### config.mk
export PLATFORM = sky130hd
export DESIGN_NAME = cgra_im_config_loader
export DESIGN_NICKNAME = d
export VERILOG_FILES = /design/src/rtl/cgra_im_config_loader.sv
export SDC_FILE = /design/constraint.sdc
export NUM_CORES = 1
export LEC_CHECK = 0
export ABC_AREA = 1
export BUFFER_PORTS_ARGS = -buffer_cell sky130_fd_sc_hd__buf_2
export CAP_MARGIN = 10
export CORE_MARGIN = 1.5
export CORE_UTILIZATION = 53
export CTS_CLUSTER_DIAMETER = 40
export DETAILED_ROUTE_END_ITERATION = 8
export HOLD_SLACK_MARGIN = 0.03
export PLACE_DENSITY = 0.83
export SKIP_CTS_REPAIR_TIMING = 1
export SLEW_MARGIN = 20
export SYNTH_ARGS = -nofsm -noshare
export SYNTH_HDL_FRONTEND = slang
export SYNTH_SLANG_ARGS = --single-unit
export TNS_END_PERCENT = 50
### constraint.sdc
create_clock -name iClk -period 3.4 [get_ports iClk]
set_input_delay 1.02 -clock iClk [delete_from_list [all_inputs] [get_ports iClk]]
set_output_delay 1.02 -clock iClk [all_outputs]
set_load 0.03 [all_outputs]
### src/rtl/cgra_im_config_loader.sv
// DTL slave that turns host configuration writes into instruction-memory write strobes.
// Immediate words are 33 bits wide, so each one is packed from two 32-bit beats.
module cgra_im_config_loader #(
  parameter int INTERFACE_WIDTH       = 32,
  parameter int INTERFACE_ADDR_WIDTH  = 32,
  parameter int INTERFACE_BLOCK_WIDTH = 5,
  parameter int I_WIDTH               = 12,
  parameter int I_IMM_WIDTH           = 33,
  parameter int IM_MEM_ADDR_WIDTH     = 8,
  parameter int NUM_ID                = 9,
  parameter int NUM_IMM               = 3
) (
  input  logic                              iClk,
  input  logic                              iReset,
  input  logic                              iDTL_Loader_CommandValid,
  output logic                              oDTL_Loader_CommandAccept,
  input  logic                              iDTL_Loader_CommandReadWrite,
  input  logic [INTERFACE_ADDR_WIDTH-1:0]   iDTL_Loader_Address,
  input  logic [INTERFACE_BLOCK_WIDTH-1:0]  iDTL_Loader_BlockSize,
  input  logic                              iDTL_Loader_WriteValid,
  output logic                              oDTL_Loader_WriteAccept,
  input  logic [INTERFACE_WIDTH-1:0]        iDTL_Loader_WriteData,
  input  logic [INTERFACE_WIDTH/8-1:0]      iDTL_Loader_WriteEnable,
  input  logic                              iDTL_Loader_WriteLast,
  output logic                              oDTL_Loader_ReadValid,
  output logic                              oDTL_Loader_ReadLast,
  output logic [INTERFACE_WIDTH-1:0]        oDTL_Loader_ReadData,
  input  logic                              iDTL_Loader_ReadAccept,
  output logic [NUM_IMM+NUM_ID-1:0]         oIM_WriteEnable,
  output logic [IM_MEM_ADDR_WIDTH-1:0]      oIM_WriteAddress,
  output logic [I_WIDTH-1:0]                oIM_WriteData,
  output logic [I_IMM_WIDTH-1:0]            oIM_WriteData_IMM,
  output logic                              oConfigDone,
  output logic                              oError
);

  localparam int NUM_MEM = NUM_IMM + NUM_ID;
  localparam logic [1:0] S_IDLE  = 2'd0;
  localparam logic [1:0] S_WRITE = 2'd1;
  localparam logic [1:0] S_READ  = 2'd2;

  logic [1:0]                       state_q, state_d;
  logic [INTERFACE_BLOCK_WIDTH-1:0] cnt_q, cnt_d;
  logic                             phase_q, phase_d;
  logic [5:0]                       idx_q, idx_d;
  logic [IM_MEM_ADDR_WIDTH-1:0]     offs_q, offs_d;
  logic [31:0]                      hold_q, hold_d;
  logic [NUM_MEM-1:0]               we_q, we_d;
  logic [IM_MEM_ADDR_WIDTH-1:0]     waddr_q, waddr_d;
  logic [I_WIDTH-1:0]               wdata_q, wdata_d;
  logic [I_IMM_WIDTH-1:0]           wimm_q, wimm_d;
  logic                             done_q, done_d;
  logic                             err_q, err_d;
  logic [NUM_MEM-1:0]               onehot_s;
  logic                             is_imm_s, is_id_s, is_ctrl_s, last_s;
  logic                             unused_s;

  assign unused_s = ^{iDTL_Loader_Address[INTERFACE_ADDR_WIDTH-1:IM_MEM_ADDR_WIDTH+8],
                      iDTL_Loader_Address[1:0]};

  assign is_imm_s  = (idx_q < 6'(NUM_IMM));
  assign is_id_s   = !is_imm_s && (idx_q < 6'(NUM_MEM));
  assign is_ctrl_s = (idx_q == 6'd63);
  assign last_s    = (cnt_q == '0);

  assign oDTL_Loader_CommandAccept = (state_q == S_IDLE) && iDTL_Loader_CommandValid;
  assign oDTL_Loader_WriteAccept   = (state_q == S_WRITE);
  assign oDTL_Loader_ReadValid     = (state_q == S_READ);
  assign oDTL_Loader_ReadLast      = (state_q == S_READ) && last_s;
  assign oDTL_Loader_ReadData      = '0;
  assign oIM_WriteEnable           = we_q;
  assign oIM_WriteAddress          = waddr_q;
  assign oIM_WriteData             = wdata_q;
  assign oIM_WriteData_IMM         = wimm_q;
  assign oConfigDone               = done_q;
  assign oError                    = err_q;

  // Decoded memory index as a one-hot strobe pattern
  always_comb begin
    onehot_s = '0;
    for (int i = 0; i < NUM_MEM; i++) begin
      onehot_s[i] = (idx_q == 6'(i));
    end
  end

  // Command decode, beat sequencing and IM write generation
  always_comb begin
    state_d = state_q;
    cnt_d   = cnt_q;
    phase_d = phase_q;
    idx_d   = idx_q;
    offs_d  = offs_q;
    hold_d  = hold_q;
    we_d    = '0;
    waddr_d = waddr_q;
    wdata_d = wdata_q;
    wimm_d  = wimm_q;
    done_d  = done_q;
    err_d   = err_q;
    case (state_q)
      S_IDLE: begin
        if (iDTL_Loader_CommandValid) begin
          state_d = iDTL_Loader_CommandReadWrite ? S_READ : S_WRITE;
          cnt_d   = iDTL_Loader_BlockSize;
          phase_d = 1'b0;
          idx_d   = iDTL_Loader_Address[IM_MEM_ADDR_WIDTH+7:IM_MEM_ADDR_WIDTH+2];
          offs_d  = iDTL_Loader_Address[IM_MEM_ADDR_WIDTH+1:2];
        end else begin
          state_d = S_IDLE;
        end
      end
      S_WRITE: begin
        if (iDTL_Loader_WriteValid) begin
          if (last_s) state_d = S_IDLE;
          else        cnt_d = cnt_q - 1'b1;
          if (iDTL_Loader_WriteLast != last_s) err_d = 1'b1;
          else                                 err_d = err_q;
          // Partial byte enables drop the beat without touching pair phase or offset
          if (iDTL_Loader_WriteEnable != '1) begin
            err_d = 1'b1;
          end else if (is_imm_s) begin
            if (phase_q) begin
              we_d    = onehot_s;
              waddr_d = offs_q;
              wimm_d  = {iDTL_Loader_WriteData[0], hold_q};
              offs_d  = offs_q + 1'b1;
              phase_d = 1'b0;
            end else begin
              hold_d  = iDTL_Loader_WriteData;
              phase_d = 1'b1;
              if (last_s) err_d = 1'b1;
              else        hold_d = iDTL_Loader_WriteData;
            end
          end else if (is_id_s) begin
            we_d    = onehot_s;
            waddr_d = offs_q;
            wdata_d = iDTL_Loader_WriteData[I_WIDTH-1:0];
            offs_d  = offs_q + 1'b1;
          end else if (is_ctrl_s) begin
            if (iDTL_Loader_WriteData[0]) done_d = 1'b1;
            else                          done_d = done_q;
          end else begin
            err_d = 1'b1;
          end
        end else begin
          state_d = S_WRITE;
        end
      end
      S_READ: begin
        if (iDTL_Loader_ReadAccept) begin
          if (last_s) state_d = S_IDLE;
          else        cnt_d = cnt_q - 1'b1;
        end else begin
          state_d = S_READ;
        end
      end
      default: state_d = S_IDLE;
    endcase
  end

  // State and output registers
  always_ff @(posedge iClk or negedge iReset) begin
    if (!iReset) begin
      state_q <= S_IDLE;
      cnt_q   <= '0;
      phase_q <= 1'b0;
      idx_q   <= '0;
      offs_q  <= '0;
      hold_q  <= '0;
      we_q    <= '0;
      waddr_q <= '0;
      wdata_q <= '0;
      wimm_q  <= '0;
      done_q  <= 1'b0;
      err_q   <= 1'b0;
    end else begin
      state_q <= state_d;
      cnt_q   <= cnt_d;
      phase_q <= phase_d;
      idx_q   <= idx_d;
      offs_q  <= offs_d;
      hold_q  <= hold_d;
      we_q    <= we_d;
      waddr_q <= waddr_d;
      wdata_q <= wdata_d;
      wimm_q  <= wimm_d;
      done_q  <= done_d;
      err_q   <= err_d;
    end
  end

endmodule

==> results.cfg <==
[yosys]
ys_types = 37
synth_fa_ha_area_frac = 0.01561
synth_warnings = 0
ys_top_cells_by_area = dfrtp_1, nand2_1, inv_1, buf_4, o21ai_1
muxShareOfSynthArea = 0.001784
ys_ff_latch = 121
synth_top_area_cell = dfrtp_1
synth_flop_cell = dfrtp_1
synth_xor_area_frac = 0.003122
synth_top_area_share = 0.5397
async_flop_share = 1.000
yosys.area_share.simple = 0.2023
syn-mean-instance-area_sq_um = 8.977
syn_inst = 625
synth_top_family_by_area = simple AND/OR/NAND/NOR gates
synth-edff-count = 0
synth_common_cells = nand2_1, dfrtp_1, inv_1, o21ai_1, nor2_1
seq_area_frac_synth = 0.5397
yosysMostFrequentCell = nand2_1
synth-compound-area-share = 0.1088
syn-cell-area_sq_um = 5610

[power_and_ir_drop]
ir_drop_uv = 461.3
leakagePower_nw = 3.830
power_mw = 5.110
powerDensity_nw_per_um2 = 746.7

[floorplanning]
coreArea_sq_um = 10280
die_w_um = 105.9
die-area_sq_um = 11210
initial_core_util = 0.5459
io_pins = 183
chipHeight_um = 105.9
rows = 37

[timing]
setup_viol = 0
relSlewSlack = 0.5339
period_share = 0.8544
fin_crit_ns = 2.905
final.setup.tns_ns = 0
timing_hold_violations_final = 0
worst_pin_slew_ns = 0.6986
finClkSkew_ns = 0.008474
rsz0062_at_grt = false
fmax_mhz = 344.2
worst_slack_ns = 0.4950
slew_violations = 0

[detailed_routing]
vias = 4361
drc = 0
avgRoutedWirePerCell_um = 12.74
finalWirelength_um = 11590
ant_nets = 0
dr.pass1.iters = 4
routed_via_density = 4.792
drt-initial-drc-count = 275

[global_route]
grt_pass1_vias = 4173
grt_overflow = 0
grt_use_total = 0.2171
grt_pass1_wl_um = 19040
grt_start_max_net_pins = 65
antenna_found_initial = 0

[clock_network]
cts_buffers = 17
clock-sinks = 121
cts.clk_slew.worst_paths_ns = 0.06
cts_root_buf = clkbuf_8
cts_tree = built
clockBufferDepth = 2
htreeDepth = 4
clock_latency_ns = 0.51

[finish]
finish.instance_area_sq_um = 6844
layout.nets = 848
drive_gt1_frac = 0.2739
areaGrowthSynthToFinish_pct = 21.99
n_antenna_cell = 0

[placement]
place_congestion = 0.8765
hpwl_um = 8213
dpl_worst_slack_ns = 0.6379
placed_area_sq_um = 6203
portBuffers = 132

[flow_run]
cap_violations = 0

[critical_path]
critPathCaptureType = output pin
reg2reg_from = state_q[1]$_DFF_PN0_
worstPathArrival_ns = 1.88
startpoint_type = flop
critPathMaxFanout = 12
required_ns = 2.38
r2r_slack_ns = 0.73
path_class = flop to output pin
reg2reg_depth = 10
r2r-end = oIM_WriteData_IMM[30]$_DFFE_PN0P_

[min_path]
min_path_type = input pin to async pin

[status]
outcome = finished clean
==> placed cells by master (no fill, tap or decap), types with 10 or more instances in the layout <==
master	synthesis	routed
nand2_1	161	161
buf_2	2	131
dfrtp_1	121	121
inv_1	76	76
o21ai_1	42	42
nor2_1	41	41
conb_1	1	32
nand3_1	30	30
o21ai_0	27	27
clkbuf_16	0	16
a21oi_1	12	12
a21oi_2	10	10
o21ai_2	10	10
==> worst max-delay path, cell delays in order, from the launching register on <==
cell     delay [ns]
dfrtp_1        0.42
inv_1          0.11
ha_1           0.19
nand2_1        0.12
inv_1          0.27
buf_2          0.26
==> layer usage <==
layer / global-route usage / routed length (um)
met5: 0 / 0
met3: 0.05380 / 686
met2: 0.3576 / 5761
met1: 0.2783 / 4989
met4: 0.07915 / 151
==> how the worst max path moves through the flow <==
stage          slack, ns                       start                                end  cells past startpoint
2_1_floorplan       0.76    iDTL_Loader_CommandValid          oDTL_Loader_CommandAccept                      3
6_report            0.50        state_q[0]$_DFF_PN0_          oDTL_Loader_CommandAccept                      5
4_1_cts             0.48        state_q[0]$_DFF_PN0_          oDTL_Loader_CommandAccept                      5
3_3_place_gp        0.67    iDTL_Loader_CommandValid          oDTL_Loader_CommandAccept                      4
3_5_place_dp        0.64  iDTL_Loader_WriteEnable[1]  oIM_WriteData_IMM[16]$_DFFE_PN0P_                      9
5_1_grt             0.34        state_q[0]$_DFF_PN0_          oDTL_Loader_CommandAccept                      5
==> flip-flops by register name, summed over array words and instances (netlist names) <==
signal,count
phase_q,1
oConfigDone,1
cnt_q,5
oIM_WriteData,12
oIM_WriteEnable,12
hold_q,32
state_q,2
oIM_WriteAddress,8
oIM_WriteData_IMM,33
oError,1
offs_q,8
idx_q,6
==> metrics by stage <==
step	util	hold WS [ns]	cells
CTS	0.6659	0.4013	910
finish	0.6659	0.4167	910
floorplan	-	0.4588	656
detailed placement	0.6036	0.4611	878
global placement	0.6036	0.4457	878
global route	0.6659	0.4137	910
==> logic make-up after synthesis <==
logic type | after synthesis
flops | 121
simple gates | 257
other cells | 1
fa+ha+maj | 7
mux | 1
compound gates | 105
buf+inv | 131
xor+xnor | 2
==> final cells by class <==
type	count	area, sq um
fillers	815	3433
clock inverters	12	195.2
inverters	81	310.3
multi-input cells	404	1989
repair buffers	136	705.7
well taps	136	170.2
flip-flops and latches	121	3028
clock buffers	20	445.4
==> power by group <==
group          internal, mW  switching (mW)
sequential             1.66           0.184
combinational         0.409           0.925
clock                  1.30           0.628
(Power assumes the default switching activity.)
